**src/rtl/p2_sprite_pkg.sv**
```systemverilog
// Shared definitions for the player-2 sprite reader: action codes, sprite
// geometry and the field layout of the sprite ROM address.
package p2_sprite_pkg;

    typedef enum logic [2:0] {
        ACT_STAY  = 3'd0,
        ACT_FWD   = 3'd1,
        ACT_BWD   = 3'd2,
        ACT_PUNCH = 3'd3,
        ACT_KICK  = 3'd4
    } action_e;

    typedef enum logic {
        ST_IDLE,
        ST_PLAY
    } anim_state_e;

    localparam int SPR_W   = 16;  // sprite is SPR_W x SPR_W pixels
    localparam int FRAMES  = 4;   // frames per animation
    localparam int ROW_LSB = 6;   // rom_addr[9:6] = bitmap row
    localparam int ACT_LSB = 3;   // rom_addr[5:3] = action
    localparam int FRM_LSB = 0;   // rom_addr[2:0] = frame

    // Requests 1..4 start a one-shot animation; 0 and 5..7 do nothing.
    function automatic logic is_one_shot(input logic [2:0] req);
        return (req >= ACT_FWD) && (req <= ACT_KICK);
    endfunction

endpackage

```
**src/rtl/p2_anim_seq.sv**
```systemverilog
// Animation sequencer: picks the action and frame shown by the sprite.
// Everything advances only on frame_tick, so the picture never changes
// mid-frame. IDLE loops the stay animation; PLAY runs one pass of the
// requested action and then pulses anim_done.
module p2_anim_seq
    import p2_sprite_pkg::*;
#(
    parameter int FRAME_DIV = 6
) (
    input  logic       clk,
    input  logic       rst_n,
    input  logic       frame_tick,
    input  logic [2:0] action_req,
    output logic [2:0] action,
    output logic [2:0] frame,
    output logic       anim_done
);

    localparam int               DIV_W      = 6;
    localparam logic [DIV_W-1:0] DIV_LAST   = DIV_W'(FRAME_DIV - 1);
    localparam logic [2:0]       FRAME_LAST = 3'(FRAMES - 1);

    anim_state_e      state;
    logic [DIV_W-1:0] div;

    // Tick divider, frame counter and IDLE/PLAY state, all registered.
    // NOTE: state uses non-blocking assignments so every register in this block
    // sees the pre-edge values of the others.
    always_ff @(posedge clk or negedge rst_n) begin
        if (!rst_n) begin
            state     <= ST_IDLE;
            action    <= ACT_STAY;
            frame     <= 3'd0;
            div       <= '0;
            anim_done <= 1'b0;
        end else begin
            anim_done <= 1'b0;
            if (frame_tick) begin
                case (state)
                    ST_IDLE: begin
                        if (is_one_shot(action_req)) begin
                            action <= action_req;
                            frame  <= 3'd0;
                            div    <= '0;
                            state  <= ST_PLAY;
                        end else if (div == DIV_LAST) begin
                            div   <= '0;
                            frame <= (frame == FRAME_LAST) ? 3'd0 : frame + 3'd1;
                        end else begin
                            div <= div + 1'b1;
                        end
                    end
                    ST_PLAY: begin
                        if (div == DIV_LAST) begin
                            div <= '0;
                            if (frame == FRAME_LAST) begin
                                action    <= ACT_STAY;
                                frame     <= 3'd0;
                                anim_done <= 1'b1;
                                state     <= ST_IDLE;
                            end else begin
                                frame <= frame + 3'd1;
                            end
                        end else begin
                            div <= div + 1'b1;
                        end
                    end
                    default: state <= ST_IDLE;
                endcase
            end
        end
    end

endmodule

```
**src/rtl/p2_sprite_render.sv**
```systemverilog
// Player-2 sprite renderer: turns the scan position into a sprite ROM
// address, absorbs the ROMs' one-cycle address register and produces the
// per-pixel colour two clocks after the scan position is presented.
module p2_sprite_render
    import p2_sprite_pkg::*;
#(
    parameter int SCALE_LOG2 = 2,
    parameter int FRAME_DIV  = 6,
    parameter int COORD_W    = 10
) (
    input  logic               clk,
    input  logic               rst_n,
    input  logic [COORD_W-1:0] pix_x,
    input  logic [COORD_W-1:0] pix_y,
    input  logic               video_on,
    input  logic               frame_tick,
    input  logic [COORD_W-1:0] pos_x,
    input  logic [COORD_W-1:0] pos_y,
    input  logic [2:0]         action_req,
    input  logic               face_left,
    output logic [9:0]         rom_addr,
    input  logic [15:0]        rom_r,
    input  logic [15:0]        rom_g,
    input  logic [15:0]        rom_b,
    output logic               pix_on,
    output logic [2:0]         pix_rgb,
    output logic               anim_done
);

    localparam logic [COORD_W:0] BOX_SZ = (COORD_W + 1)'(SPR_W << SCALE_LOG2);

    logic [2:0]       action;
    logic [2:0]       frame;
    logic [COORD_W:0] dx;
    logic [COORD_W:0] dy;
    logic             in_box;
    logic [3:0]       row;
    logic [3:0]       col;
    logic             in_box_d;
    logic [3:0]       idx_d;
    logic             r;
    logic             g;
    logic             b;
    logic             lit;

    p2_anim_seq #(
        .FRAME_DIV (FRAME_DIV)
    ) u_anim_seq (
        .clk        (clk),
        .rst_n      (rst_n),
        .frame_tick (frame_tick),
        .action_req (action_req),
        .action     (action),
        .frame      (frame),
        .anim_done  (anim_done)
    );

    // One extra bit makes a scan position left of / above the sprite show up
    // as a set MSB instead of wrapping into the box.
    assign dx = {1'b0, pix_x} - {1'b0, pos_x};
    assign dy = {1'b0, pix_y} - {1'b0, pos_y};

    assign in_box = video_on & ~dx[COORD_W] & ~dy[COORD_W]
                  & (dx < BOX_SZ) & (dy < BOX_SZ);
    assign row    = dy[SCALE_LOG2 +: 4];
    assign col    = dx[SCALE_LOG2 +: 4];

    // ROM address: row forced to 0 outside the box to keep the lookup quiet.
    // NOTE: every output of this block gets a default first, so no latch can form.
    always_comb begin
        rom_addr                = '0;
        rom_addr[ROW_LSB +: 4]  = in_box ? row : 4'd0;
        rom_addr[ACT_LSB +: 3]  = action;
        rom_addr[FRM_LSB +: 3]  = frame;
    end

    // Stage 1: hold the box flag and bit index while the ROMs fetch the row.
    always_ff @(posedge clk or negedge rst_n) begin
        if (!rst_n) begin
            in_box_d <= 1'b0;
            idx_d    <= 4'd0;
        end else begin
            in_box_d <= in_box;
            idx_d    <= face_left ? col : 4'(SPR_W - 1) - col;
        end
    end

    // Plane bits are active-low: a 0 in the bitmap lights that channel.
    always_comb begin
        r   = ~rom_r[idx_d];
        g   = ~rom_g[idx_d];
        b   = ~rom_b[idx_d];
        lit = in_box_d & (r | g | b);
    end

    // Stage 2: register the final pixel for the video mixer.
    always_ff @(posedge clk or negedge rst_n) begin
        if (!rst_n) begin
            pix_on  <= 1'b0;
            pix_rgb <= 3'b000;
        end else begin
            pix_on  <= lit;
            pix_rgb <= lit ? {r, g, b} : 3'b000;
        end
    end

endmodule

```
**config.mk**
```make
export PLATFORM = sky130hd
export DESIGN_NAME = p2_sprite_render
export DESIGN_NICKNAME = d
export VERILOG_FILES = /design/src/rtl/p2_sprite_pkg.sv /design/src/rtl/p2_anim_seq.sv /design/src/rtl/p2_sprite_render.sv
export SDC_FILE = /design/constraint.sdc
export NUM_CORES = 1
export LEC_CHECK = 0
export CAP_MARGIN = 5
export CORE_MARGIN = 2
export CORE_UTILIZATION = 44
export DETAILED_ROUTE_END_ITERATION = 7
export GPL_ROUTABILITY_DRIVEN = 1
export PLACE_DENSITY_LB_ADDON = 0.15
export SYNTH_ARGS = -nofsm -noshare
export SYNTH_HDL_FRONTEND = slang
export SYNTH_SLANG_ARGS = --single-unit
```
**constraint.sdc**
```tcl
create_clock -name clk -period 11.15 [get_ports clk]
set_input_delay 2.7875 -clock clk [delete_from_list [all_inputs] [get_ports clk]]
set_output_delay 2.7875 -clock clk [all_outputs]
set_load 0.01 [all_outputs]
```
**After elaboration in Yosys (flattened, before gate mapping)**

Index checks and enable logic that the tools add are counted.

- Multiply operators: 0
- Bitwise operators: 13
- Div/mod/pow operators: 0
- Multiplexer cells: 28
- Shift-type cells: 0
- Add/sub/neg operators: 5
- Order comparisons: 5
- Reduce and logical (&&, ||, !) cells: 2
- Eq/ne operators: 5

Operators by type and width:

| operator | count |
|---|---|
| $lt A11 B7 Y1 const B | 2 |
| $sub A10 B10 Y11 | 2 |
| $mux W3 | 7 |
| $bmux W1 S4 | 3 |
| $mux W6 | 2 |
| $pmux W3 S2 | 2 |
| $pmux W6 S2 | 1 |
| $mux W1 | 10 |
| $mux W4 | 2 |
| $add A6 B1 Y6 const B | 1 |
| $eq A6 B3 Y1 const B | 1 |
| $not A1 Y1 | 6 |
| $and A1 B1 Y1 | 5 |
| $lt A4 B5 Y1 const B | 1 |
| $ne A2 B2 Y1 const B | 2 |
| $reduce_and A4 Y1 | 1 |
| $sub A4 B4 Y4 const A | 1 |
| $add A3 B1 Y3 const B | 1 |
| $eq A3 B2 Y1 const B | 1 |
| $ge A3 B1 Y1 const B | 1 |
| $le A3 B3 Y1 const B | 1 |
| $ne A2 B1 Y1 const B | 1 |
| $or A1 B1 Y1 | 2 |
| $pmux W1 S2 | 1 |
| $logic_and A1 B1 Y1 | 1 |

- Memory bits (writable): 0
- Memory bits (read-only): 0
- Bits in latches: 0
- Register bits after elaboration: 23
- Output and inout bits: 15
- Memories kept: 0

**Longest topological paths before layout**

- Depth after elaboration: 7
- Depth in mapped cells: 8

**By module**

Synthesis repeated with hierarchy kept, for this count alone.

- Cells, all modules: 265
- Area total of the unflattened synthesis: 2,474.9 sq um

By module, submodules not included:

| module | cells each | area each (sq um) | instances |
|---|---|---|---|
| p2_sprite_render | 189 | 1,705.4 | 1 |
| p2_anim_seq | 76 | 769.5 | 1 |

**Least setup slack after synthesis**

Ideal clock, no wire load.

- Kind: input to output
- Start point: input port pos_x[2]
- End point: output port rom_addr[6]
- Buffers on the path: 0
- Setup slack: 3,510 ps
- Cell stages on the path: 8
- Data arrival time: 4,853 ps
- Data required time: 8,363 ps
- Cells stage by stage: inv_1 ha_1 a21o_1 a31o_1 a21o_1 or4b_1 a32o_2 nor4_1

- Longest elaborated chain between the ends: 7
- Elaborated cells on any way between the ends: 8
- Classes of those cells: add/sub: 1; order compare: 1; mux: 1; bitwise: 5

RTL lines:

| element | RTL line | RTL |
|---|---|---|
| start, declared | p2_sprite_render.sv:17 | `input logic [COORD_W-1:0] pos_x,` |
| $sub A10 B10 Y11 (*) | p2_sprite_render.sv:60 | `assign dx = {1'b0, pix_x} - {1'b0, pos_x};` |
| branches (longest 3 deep; another with $lt A11 B7 Y1) | n/a |  |
| $and A1 B1 Y1 (*) (2 in series) | p2_sprite_render.sv:64 | `& (dx < BOX_SZ) & (dy < BOX_SZ);` |
| $mux W4 (*) | p2_sprite_render.sv:72 | `rom_addr[ROW_LSB +: 4] = in_box ? row : 4'd0;` |
| end, declared | p2_sprite_render.sv:21 | `output logic [9:0] rom_addr,` |

Every way passes the cells marked *.

**Worst setup path in the final report**

- Start point: input port pos_x[2]
- End point: output port rom_addr[7]

The elaborated chain is that of the path after synthesis.

==> results.toml <==
[status]
status = "completed"

[power]
clock_power_share_pct = 13.5
seq_power_share_pct = 36.1
power_report.internal_total_uw = 249
p_sw_share_pct = 33.7
switchingPower_uw = 127
share_comb_of_total_power_pct = 50.4
power_per_cell_area_nw_per_um2 = 112
leakage_uw = 0.00144
peakVddDrop_v = 0.0000563
totalPowerFinal_uw = 376

[clocking]
insertion_delay_of_the_later_clocked_pin_in_the_worst_skew_pair_ns = 0.26
cts-root-buf = "sky130_fd_sc_hd__clkbuf_8"
cts_tree = "done"
numClockSinks = 23
cts_inserted_buffers = 3
deepest_clock_path_buffer_count = 2
cts_resized = 0
cts.clk_slew.worst_paths_ns = 0.08
post_cts_buffers = 0
cts_hold_repair.buffers = 0
cts-htree-levels = 1

[die]
rows = 25
fp.coreArea_um2 = 4720
dieArea_um2 = 5450
io_pins = 111
start_util_pct = 45.4
dieWidth_um = 73.8
die_h_um = 73.8

[route]
top_layer_reached_by_signal_wires = "met4"
route.detailed.vias_per_inst = 5.23
routedWlPerCell_um = 13.4
dr_total_vias = 2087
drtIter0Drc = 106
final_antenna_net_count = 0
detailroute.wirelength.met2_um = 2830
drt_first_pass_iters = 4
wl_met3_um = 268
drcViolationCount = 0
total_wire_length_after_detailed_routing_um = 5370
drt-met1-wl_um = 2210

[flow_run]
max_cap_violations = 0

[timing]
worst_max_slew_pin_slew_ns = 1.00
setup_repair_after_global_routing_missed_its_margin = "false"
final-hold-violation-count = 0
setup_violations = 0
layout_min_cycle_time_ns = 8.68
max_clock_freq_ghz = 0.115
setup_total_negative_slack_ns = 0
period_share_pct = 77.9
final_max_slew_viol_count = 0
maxSlewHeadroom_pct = 32.4
clock-skew-final_ns = 0.00153

[synthesis]
synth.yosys.seq_area_share_pct = 26.8
asyncSetResetFlopFracSynth_pct = 100
yosys_register_bits = 23
synthFlopType = "sky130_fd_sc_hd__dfrtp_1"
postSynthAreaPerCell_um2 = 9.75
net_count_after_synthesis = 337
synth-edff-count = 0
netlist-cell-type-count = 46
ys_warn_count = 0
synthesis.area_um2 = 2140
synth_cells = 220

[finish]
layout.filler_cells = 389
diodes = 0
finish.net_count = 450
area_growth_syn_to_layout_pct = 57.0
drive_above_1_share_pct = 6.93

[critical_path]
crit_path_max_fanout = 5
worst_setup_path_end_kind = "output pin"
timing.setup.critical_path_class = "primary input to output pin"
arr_time_crit_path_ns = 5.90
critPathRequiredTime_ns = 8.36
start_kind = "primary input"

[min_path]
worst_hold_path_type = "register to register"

[placement]
place.detailed.hpwl_um = 4640
placement.io_buffers = 110
final_gp_congestion = 0.816

[grt]
gr-usage-all-layers_pct = 20.4
grt_first_pass_wirelength_um = 8960
gr-total-overflow = 0
antenna_violations_before_repair = 0
grt_start_max_net_pins = 24
first_global_vias = 2145
## placed cells by master, fill, tap and decap left out, types with 4 or more instances in the layout
master and count:
sky130_fd_sc_hd__and3_1 4, sky130_fd_sc_hd__a21oi_1 9, sky130_fd_sc_hd__a21o_1 7, sky130_fd_sc_hd__inv_1 29, sky130_fd_sc_hd__xnor2_1 10, sky130_fd_sc_hd__nand2_1 10
sky130_fd_sc_hd__nor2_1 16, sky130_fd_sc_hd__nor4_1 6, sky130_fd_sc_hd__dfrtp_1 23, sky130_fd_sc_hd__xor2_1 6, sky130_fd_sc_hd__o21ai_0 5, sky130_fd_sc_hd__nor3_1 5
sky130_fd_sc_hd__ha_1 21, sky130_fd_sc_hd__mux4_2 15, sky130_fd_sc_hd__clkdlybuf4s50_1 110, sky130_fd_sc_hd__nand2b_1 5
## critical path, stage by stage
cell	delay, ns
sky130_fd_sc_hd__clkdlybuf4s50_1	0.46
sky130_fd_sc_hd__inv_1	0.04
sky130_fd_sc_hd__ha_1	0.33
sky130_fd_sc_hd__a21o_1	0.19
sky130_fd_sc_hd__a31o_1	0.22
sky130_fd_sc_hd__a21o_1	0.22
sky130_fd_sc_hd__or4b_1	0.49
sky130_fd_sc_hd__a32o_2	0.28
sky130_fd_sc_hd__nor4_1	0.29
sky130_fd_sc_hd__clkdlybuf4s50_1	0.59
## flip-flops by register name (all words and copies together), names as in the netlist
register / cells
pix_rgb: 3
pix_on: 1
u_anim_seq.action: 3
u_anim_seq.state: 1
idx_d: 4
u_anim_seq.div: 6
u_anim_seq.anim_done: 1
u_anim_seq.frame: 3
in_box_d: 1
## worst paths after layout
kind                       slack (ns)            startpoint  cells past startpoint              endpoint
setup / recovery                 2.47              pos_x[2]                     10           rom_addr[7]
hold / removal                   0.51  u_anim_seq.action[1]                      1  u_anim_seq.action[1]
setup reg to reg                 8.97              idx_d[0]                      3                pix_on
hold reg to reg                  0.51  u_anim_seq.action[1]                      1  u_anim_seq.action[1]
max in group asynchronous        7.49                 rst_n                      1            pix_rgb[2]
min in group asynchronous        3.06                 rst_n                      1  u_anim_seq.anim_done
## cell usage after synthesis, types with 2 or more instances
| cell type | instances | area share, % |
|---|---|---|
| sky130_fd_sc_hd__ha_1 | 21 | 12 |
| sky130_fd_sc_hd__nor2_1 | 16 | 2.8 |
| sky130_fd_sc_hd__nand3_1 | 3 | 0.70 |
| sky130_fd_sc_hd__o22ai_1 | 3 | 0.88 |
| sky130_fd_sc_hd__or2_1 | 2 | 0.58 |
| sky130_fd_sc_hd__xor2_1 | 6 | 2.5 |
| sky130_fd_sc_hd__o31ai_1 | 2 | 0.70 |
| sky130_fd_sc_hd__and3_1 | 4 | 1.2 |
| sky130_fd_sc_hd__nand2_1 | 10 | 1.8 |
| sky130_fd_sc_hd__a21o_1 | 7 | 2.5 |
| sky130_fd_sc_hd__or4_1 | 2 | 0.70 |
| sky130_fd_sc_hd__xnor2_1 | 10 | 4.1 |
| sky130_fd_sc_hd__a2111oi_0 | 2 | 0.82 |
| sky130_fd_sc_hd__o31a_1 | 2 | 0.82 |
| sky130_fd_sc_hd__inv_1 | 29 | 5.1 |
| sky130_fd_sc_hd__or4b_1 | 2 | 0.93 |
| sky130_fd_sc_hd__nor3_1 | 5 | 1.2 |
| sky130_fd_sc_hd__a21boi_0 | 2 | 0.70 |
| sky130_fd_sc_hd__dfrtp_1 | 23 | 27 |
| sky130_fd_sc_hd__a21oi_1 | 9 | 2.1 |
| sky130_fd_sc_hd__nand2b_1 | 5 | 1.5 |
| sky130_fd_sc_hd__o2111ai_1 | 2 | 0.82 |
| sky130_fd_sc_hd__nor4_1 | 6 | 1.8 |
| sky130_fd_sc_hd__o21ai_0 | 5 | 1.2 |
| sky130_fd_sc_hd__nand4_1 | 3 | 0.88 |
| sky130_fd_sc_hd__mux4_2 | 15 | 16 |
| sky130_fd_sc_hd__o21a_1 | 3 | 1.1 |
| sky130_fd_sc_hd__a22o_1 | 3 | 1.2 |
## area by class of cell
type	instances	area [um^2]	area share, %
Clock buffer	3	41.3	1.23
Multi-Input combinational cell	166	1450	43.1
Timing Repair Buffer	110	1100	32.7
Sequential cell	23	576	17.1
Clock inverter	1	5.00	0.149
Inverter	29	109	3.23
Tap cell	67	83.8	2.49
## stage by stage
stage	worst slack, ns	instance area, um^2	utilization (%)	std cells	hold slack [ns]
after detailed placement	2.51	3320	70.3	395	0.491
after CTS	2.50	3370	71.3	399	0.509
after floorplan	3.51	2140	-	220	0.482
after global placement	2.56	3320	70.3	395	0.485
after global routing	2.30	3370	71.3	399	0.532
final	2.47	3370	71.3	399	0.511
## cell families (layout without fill, tap and decap cells)
family,count (synthesis),in the layout,synth area share (%)
buffers and inverters,31,143,5.48
multiplexers,15,15,15.8
AND/OR/NAND/NOR,62,62,15.6
adder cells (fa/ha/maj),21,21,12.3
AO/OA/AOI/OAI,52,52,17.6
flip-flops,23,23,26.8
XOR/XNOR,16,16,6.53
## per-layer routing
metal  vias up  global-route usage (%)
li1       1050                       -
met1       968                    23.9
met2        63                    39.1
met3         6                    2.47
met4         0                    4.44
met5         -                       0
## power by group through the flow
stage          registers [uW]  logic [uW]  clock network (uW)
3_5_place_dp              138         190                   0
2_1_floorplan             128         119                   0
6_report                  136         189                50.7
4_1_cts                   136         191                51.1
5_1_grt                   140         209                55.5
3_3_place_gp              136         186                   0
(Power assumes the default switching activity.)
